$ cat src/rtl/vout_pkg.sv
// Shared timing constants, FSM state encoding and helpers for the video output
// raster timing generator.
package vout_pkg;

    localparam int DEF_H_VISIBLE = 640;
    localparam int DEF_H_FP      = 16;
    localparam int DEF_H_SYNC    = 96;
    localparam int DEF_H_BP      = 48;
    localparam int DEF_V_VISIBLE = 480;
    localparam int DEF_V_FP      = 10;
    localparam int DEF_V_SYNC    = 2;
    localparam int DEF_V_BP      = 33;

    typedef enum logic [1:0] {
        ST_IDLE = 2'd0,
        ST_RUN  = 2'd1,
        ST_STOP = 2'd2
    } state_t;

    function automatic int calc_total(input int visible, input int fp,
                                      input int sync, input int bp);
        return visible + fp + sync + bp;
    endfunction

endpackage

$ cat src/rtl/vout_timing_axis.sv
// One raster axis: a wrapping position counter plus decode of the visible
// and sync regions (order: visible, front porch, sync, back porch).
module vout_timing_axis
    import vout_pkg::*;
#(
    parameter int VISIBLE   = DEF_H_VISIBLE,
    parameter int FP        = DEF_H_FP,
    parameter int SYNC      = DEF_H_SYNC,
    parameter int BP        = DEF_H_BP,
    parameter int CNT_WIDTH = 12
) (
    input  logic                 clk,
    input  logic                 reset_n,
    input  logic                 clear,
    input  logic                 advance,
    output logic [CNT_WIDTH-1:0] count,
    output logic                 wrap,
    output logic                 active,
    output logic                 sync_zone
);

    localparam int TOTAL = calc_total(VISIBLE, FP, SYNC, BP);

    localparam logic [CNT_WIDTH-1:0] LAST       = CNT_WIDTH'(TOTAL - 1);
    localparam logic [CNT_WIDTH-1:0] VIS_END    = CNT_WIDTH'(VISIBLE);
    localparam logic [CNT_WIDTH-1:0] SYNC_START = CNT_WIDTH'(VISIBLE + FP);
    localparam logic [CNT_WIDTH-1:0] SYNC_END   = CNT_WIDTH'(VISIBLE + FP + SYNC);

    assign wrap      = (count == LAST);
    assign active    = (count < VIS_END);
    assign sync_zone = (count >= SYNC_START) && (count < SYNC_END);

    always_ff @(posedge clk or negedge reset_n) begin
        if (!reset_n) begin
            count <= '0;
        end else if (clear) begin
            count <= '0;
        end else if (advance) begin
            count <= wrap ? '0 : count + 1'b1;
        end
    end

endmodule

$ cat src/rtl/vout_timing_gen.sv
// Programmable raster timing generator feeding the AXI4-Stream video output
// stage; starts and stops only on frame boundaries.
module vout_timing_gen
    import vout_pkg::*;
#(
    parameter int   H_VISIBLE = DEF_H_VISIBLE,
    parameter int   H_FP      = DEF_H_FP,
    parameter int   H_SYNC    = DEF_H_SYNC,
    parameter int   H_BP      = DEF_H_BP,
    parameter int   V_VISIBLE = DEF_V_VISIBLE,
    parameter int   V_FP      = DEF_V_FP,
    parameter int   V_SYNC    = DEF_V_SYNC,
    parameter int   V_BP      = DEF_V_BP,
    parameter logic HSYNC_POL = 1'b0,
    parameter logic VSYNC_POL = 1'b0,
    parameter int   CNT_WIDTH = 12
) (
    input  logic                 clk,
    input  logic                 reset_n,
    input  logic                 enable,
    output logic                 busy,
    output logic                 out_vsync,
    output logic                 out_hsync,
    output logic                 out_de,
    output logic [3:0]           out_ctl,
    output logic                 out_frame_start,
    output logic                 out_line_start,
    output logic [CNT_WIDTH-1:0] out_x,
    output logic [CNT_WIDTH-1:0] out_y
);

    state_t state;
    state_t state_next;

    logic                 running;
    logic                 last_pixel;
    logic [CNT_WIDTH-1:0] h_count;
    logic [CNT_WIDTH-1:0] v_count;
    logic                 h_wrap;
    logic                 v_wrap;
    logic                 h_active;
    logic                 v_active;
    logic                 h_sync;
    logic                 v_sync;

    assign running    = (state != ST_IDLE);
    assign last_pixel = h_wrap && v_wrap;
    assign out_ctl    = 4'd0;

    // Counters sit at (0,0) in IDLE so the first RUN cycle presents pixel (0,0).
    vout_timing_axis #(
        .VISIBLE  (H_VISIBLE),
        .FP       (H_FP),
        .SYNC     (H_SYNC),
        .BP       (H_BP),
        .CNT_WIDTH(CNT_WIDTH)
    ) u_h_axis (
        .clk      (clk),
        .reset_n  (reset_n),
        .clear    (!running),
        .advance  (1'b1),
        .count    (h_count),
        .wrap     (h_wrap),
        .active   (h_active),
        .sync_zone(h_sync)
    );

    vout_timing_axis #(
        .VISIBLE  (V_VISIBLE),
        .FP       (V_FP),
        .SYNC     (V_SYNC),
        .BP       (V_BP),
        .CNT_WIDTH(CNT_WIDTH)
    ) u_v_axis (
        .clk      (clk),
        .reset_n  (reset_n),
        .clear    (!running),
        .advance  (h_wrap),
        .count    (v_count),
        .wrap     (v_wrap),
        .active   (v_active),
        .sync_zone(v_sync)
    );

    always_ff @(posedge clk or negedge reset_n) begin
        if (!reset_n) begin
            state <= ST_IDLE;
        end else begin
            state <= state_next;
        end
    end

    // STOP keeps counting so the frame in flight always completes.
    always_comb begin
        state_next = state;
        case (state)
            ST_IDLE: if (enable) state_next = ST_RUN;
            ST_RUN:  if (!enable) state_next = ST_STOP;
            ST_STOP: begin
                if (enable) begin
                    state_next = ST_RUN;
                end else if (last_pixel) begin
                    state_next = ST_IDLE;
                end
            end
            default: state_next = ST_IDLE;
        endcase
    end

    always_ff @(posedge clk or negedge reset_n) begin
        if (!reset_n) begin
            busy            <= 1'b0;
            out_de          <= 1'b0;
            out_hsync       <= ~HSYNC_POL;
            out_vsync       <= ~VSYNC_POL;
            out_frame_start <= 1'b0;
            out_line_start  <= 1'b0;
            out_x           <= '0;
            out_y           <= '0;
        end else if (!running) begin
            busy            <= 1'b0;
            out_de          <= 1'b0;
            out_hsync       <= ~HSYNC_POL;
            out_vsync       <= ~VSYNC_POL;
            out_frame_start <= 1'b0;
            out_line_start  <= 1'b0;
            out_x           <= '0;
            out_y           <= '0;
        end else begin
            busy            <= 1'b1;
            out_de          <= h_active && v_active;
            out_hsync       <= h_sync ? HSYNC_POL : ~HSYNC_POL;
            out_vsync       <= v_sync ? VSYNC_POL : ~VSYNC_POL;
            out_frame_start <= (h_count == '0) && (v_count == '0);
            out_line_start  <= (h_count == '0);
            out_x           <= h_count;
            out_y           <= v_count;
        end
    end

endmodule

$ cat config.mk
export PLATFORM = sky130hd
export DESIGN_NAME = vout_timing_gen
export DESIGN_NICKNAME = d
export VERILOG_FILES = /design/src/rtl/vout_pkg.sv /design/src/rtl/vout_timing_axis.sv /design/src/rtl/vout_timing_gen.sv
export SDC_FILE = /design/constraint.sdc
export NUM_CORES = 1
export LEC_CHECK = 0
export ABC_AREA = 1
export BUFFER_PORTS_ARGS = -buffer_cell sky130_fd_sc_hd__buf_4
export CAP_MARGIN = 25
export CORE_UTILIZATION = 30
export DETAILED_ROUTE_END_ITERATION = 7
export SYNTH_ARGS = -nofsm -noshare
export SYNTH_HDL_FRONTEND = slang
export SYNTH_HIERARCHICAL = 1
export SYNTH_SLANG_ARGS = --single-unit
$ cat constraint.sdc
create_clock -name clk -period 2.17 [get_ports clk]
set_clock_uncertainty 0.05 [all_clocks]
set_input_delay 0.5425 -clock clk [delete_from_list [all_inputs] [get_ports clk]]
set_output_delay 0.5425 -clock clk [all_outputs]
set_load 0.05 [all_outputs]
==> impl_metrics.yaml <==
run_status:
  outcome: "complete, no violations"
job:
  cap_viol_max_count: 0
clock_network:
  post-cts-setup-buffer-count: 0
  insertion_delay_ns: 0.31
  cts_buffer_depth: 2
  ctsHtreeMaxLevel: 2
  cts-buffers-inserted: 5
  cts_sinks: 56
  cts.clk_slew.worst_paths_ns: 0.10
  root_buffer: "clkbuf_8"
  cts_tree: "built"
critical_path:
  r2r-start: "u_h_axis/count[0]"
  critPathArrivalTime_ns: 2.13
  r2r-end: "u_v_axis/count[4]"
  required_ns: 2.37
  crit_path_start_kind: "register"
  worstPathMaxFanout: 7
  reg2regPathDepth: 9
  critPathKind: "reg -> reg"
  end_kind: "register"
  r2r_setup_slack_ns: 0.24
yosys:
  syn-instance-count: 358
  yosysWarnings: 6
  synth-main-ff-cell: "dfrtp_1"
  syn_area_sq_um: 2840
  avgSynthCellArea_sq_um: 7.93
  synth_cell_types: 32
  ys_seq_area_share_pct: 49.4
  yosys_register_bits: 56
  synth-edff-count: 0
  ys_async_sr_fraction_pct: 100
floorplan:
  dieArea_sq_um: 9860
  die_w_microns: 99.3
  rows: 35
  core-area_sq_um: 9200
  io_pins: 37
  start_util_pct: 30.9
  die_y_microns: 99.3
sta:
  fin_crit_sh_pct: 88.7
  grt_setup_unrepaired: "no"
  timing_max_transition_violations_final: 0
  hold_viol_final: 0
  fmax_mhz: 519
  tightest_slew_ns: 0.687
  post-route-min-period_ns: 1.93
  maxSlewHeadroom_pct: 54.2
  finalSetupViolations: 0
  finalSetupTns_ns: 0
power_and_ir_drop:
  ir_drop_uv: 264
  leakage_nw: 1.63
  power.density_nw_per_um2: 624
final_layout:
  diodes: 0
  final_cell_area_sq_um: 3380
  most-common-layout-cells: "71 x nor2_1, 71 x nand2_1, 54 x inv_1, 54 x dfrtp_1, 41 x buf_4"
  fin_cells: 516
  syn2layout_area_growth_pct: 19.0
  final_nets: 411
  drive_gt1_share_pct: 19.8
drt:
  drc: 0
  postRouteWirelength_microns: 5850
  viasPerCell: 4.38
  drtPass1Iterations: 4
  dr.first_iter.drc_count: 171
  dr_total_vias: 2258
  final_antenna_net_count: 0
  wire_per_inst_microns: 11.3
placement:
  portBuffers: 32
  dpl_cell_area_sq_um: 3250
  hpwlAfterDp_microns: 4250
  gp_congestion: 0.885
  dp.cells: 508
worst_hold_path:
  hp-class: "in -> async"
global_routing:
  grt_pass1_wl_microns: 10300
  grtUsageTotal_pct: 13.1
  grt_pass1_vias: 2152
  antenna_found_initial: 0
  grt_max_degree: 57
  grt_overflow_total: 0
[stage by stage]
| step | util, % | hold slack [ns] | setup slack [ns] | total power [mW] |
|---|---|---|---|---|
| CTS | 36.7 | 0.247 | 0.0165 | 2.14 |
| floorplan | - | 0.197 | 0.423 | 1.31 |
| global route | 36.7 | 0.277 | 0.0421 | 2.22 |
| global placement | 35.3 | 0.436 | 0.125 | 1.39 |
| detailed placement | 35.3 | 0.455 | 0.0279 | 1.39 |
| finish | 36.7 | 0.221 | 0.245 | 2.11 |
[cells by family (layout without fill, tap and decap cells)]
group	count (synthesis)	after routing	share of synthesized area, %
AO/OA/AOI/OAI	23	23	5.29
other	2	9	0.265
XOR/XNOR	8	8	2.47
AND/OR/NAND/NOR	199	199	30.9
flip-flops	56	56	49.4
adder cells (fa/ha/maj)	4	4	1.76
buffers and inverters	66	106	9.92
[flip-flops by register name (all words and copies together) (netlist names)]
| name | cells |
|---|---|
| busy | 1 |
| out_vsync | 1 |
| out_de | 1 |
| out_hsync | 1 |
| out_frame_start | 1 |
| out_x | 12 |
| state | 2 |
| u_h_axis/count | 12 |
| u_v_axis/count | 12 |
| out_y | 12 |
| out_line_start | 1 |
[area by class of cell]
class | instances | area, sq um
clock buffers | 7 | 96.3
clock inverters | 1 | 30.0
fillers | 969 | 5820
inverters | 57 | 214
multi-input cells | 243 | 1190
flip-flops and latches | 56 | 1400
well taps | 111 | 139
repair buffers | 41 | 308
[cell usage after synthesis (3+ instances only)]
library cell / instances / area share [%]
nor2_1: 74 / 9.8
nand2_2: 6 / 1.3
buf_4: 4 / 1.1
inv_2: 3 / 0.40
o21ai_0: 7 / 1.2
dfrtp_1: 54 / 48
nor2_4: 4 / 1.6
nand2_1: 71 / 9.4
buf_2: 3 / 0.53
nand4_1: 6 / 1.3
xor2_1: 7 / 2.2
inv_1: 54 / 7.1
a21oi_1: 6 / 1.1
nand3_1: 21 / 3.7
nor3_1: 7 / 1.2
nor2_2: 6 / 1.3
ha_1: 4 / 1.8
[where the power goes]
group	total, mW	switching, mW	internal (mW)	leakage [nW]
combinational	0.282	0.212	0.0700	0.805
sequential	1.09	0.0196	1.07	0.761
clock	0.733	0.326	0.407	0.0645
total	2.11	0.557	1.55	1.63
[timing repair]
action	in CTS	in global routing
endpoints found under the setup margin	0	5
hold buffers	0	0
resized for setup	0	2
[layer usage]
layer / share of wire (%) / GRT usage, %
met5: 0 / 0
met4: 1.8 / 5.09
met3: 4.0 / 2.18
met2: 43 / 19.6
met1: 51 / 18.9
[worst max-delay path: stages (launching register included)]
cell and delay (ns):
dfrtp_1 0.45, ha_1 0.28, nand3_1 0.15, nor2_2 0.09, nor2_2 0.33, inv_1 0.12, nand2_1 0.11, nor2_1 0.06
xor2_1 0.13, nor2_1 0.10
[worst max-delay path by stage]
| stage | startpoint | slack, ns | endpoint |
|---|---|---|---|
| after CTS | u_h_axis/count[0] | 0.02 | u_v_axis/count[4] |
| final | u_h_axis/count[0] | 0.24 | u_v_axis/count[4] |
| after global routing | u_h_axis/count[1] | 0.04 | u_v_axis/count[4] |
| after detailed placement | u_h_axis/count[0] | 0.03 | u_v_axis/count[4] |
| after floorplan | u_h_axis/count[8] | 0.42 | u_v_axis/count[5] |
| after global placement | u_h_axis/count[0] | 0.12 | u_v_axis/count[4] |
Note: power is estimated with default switching activity, not from simulation.
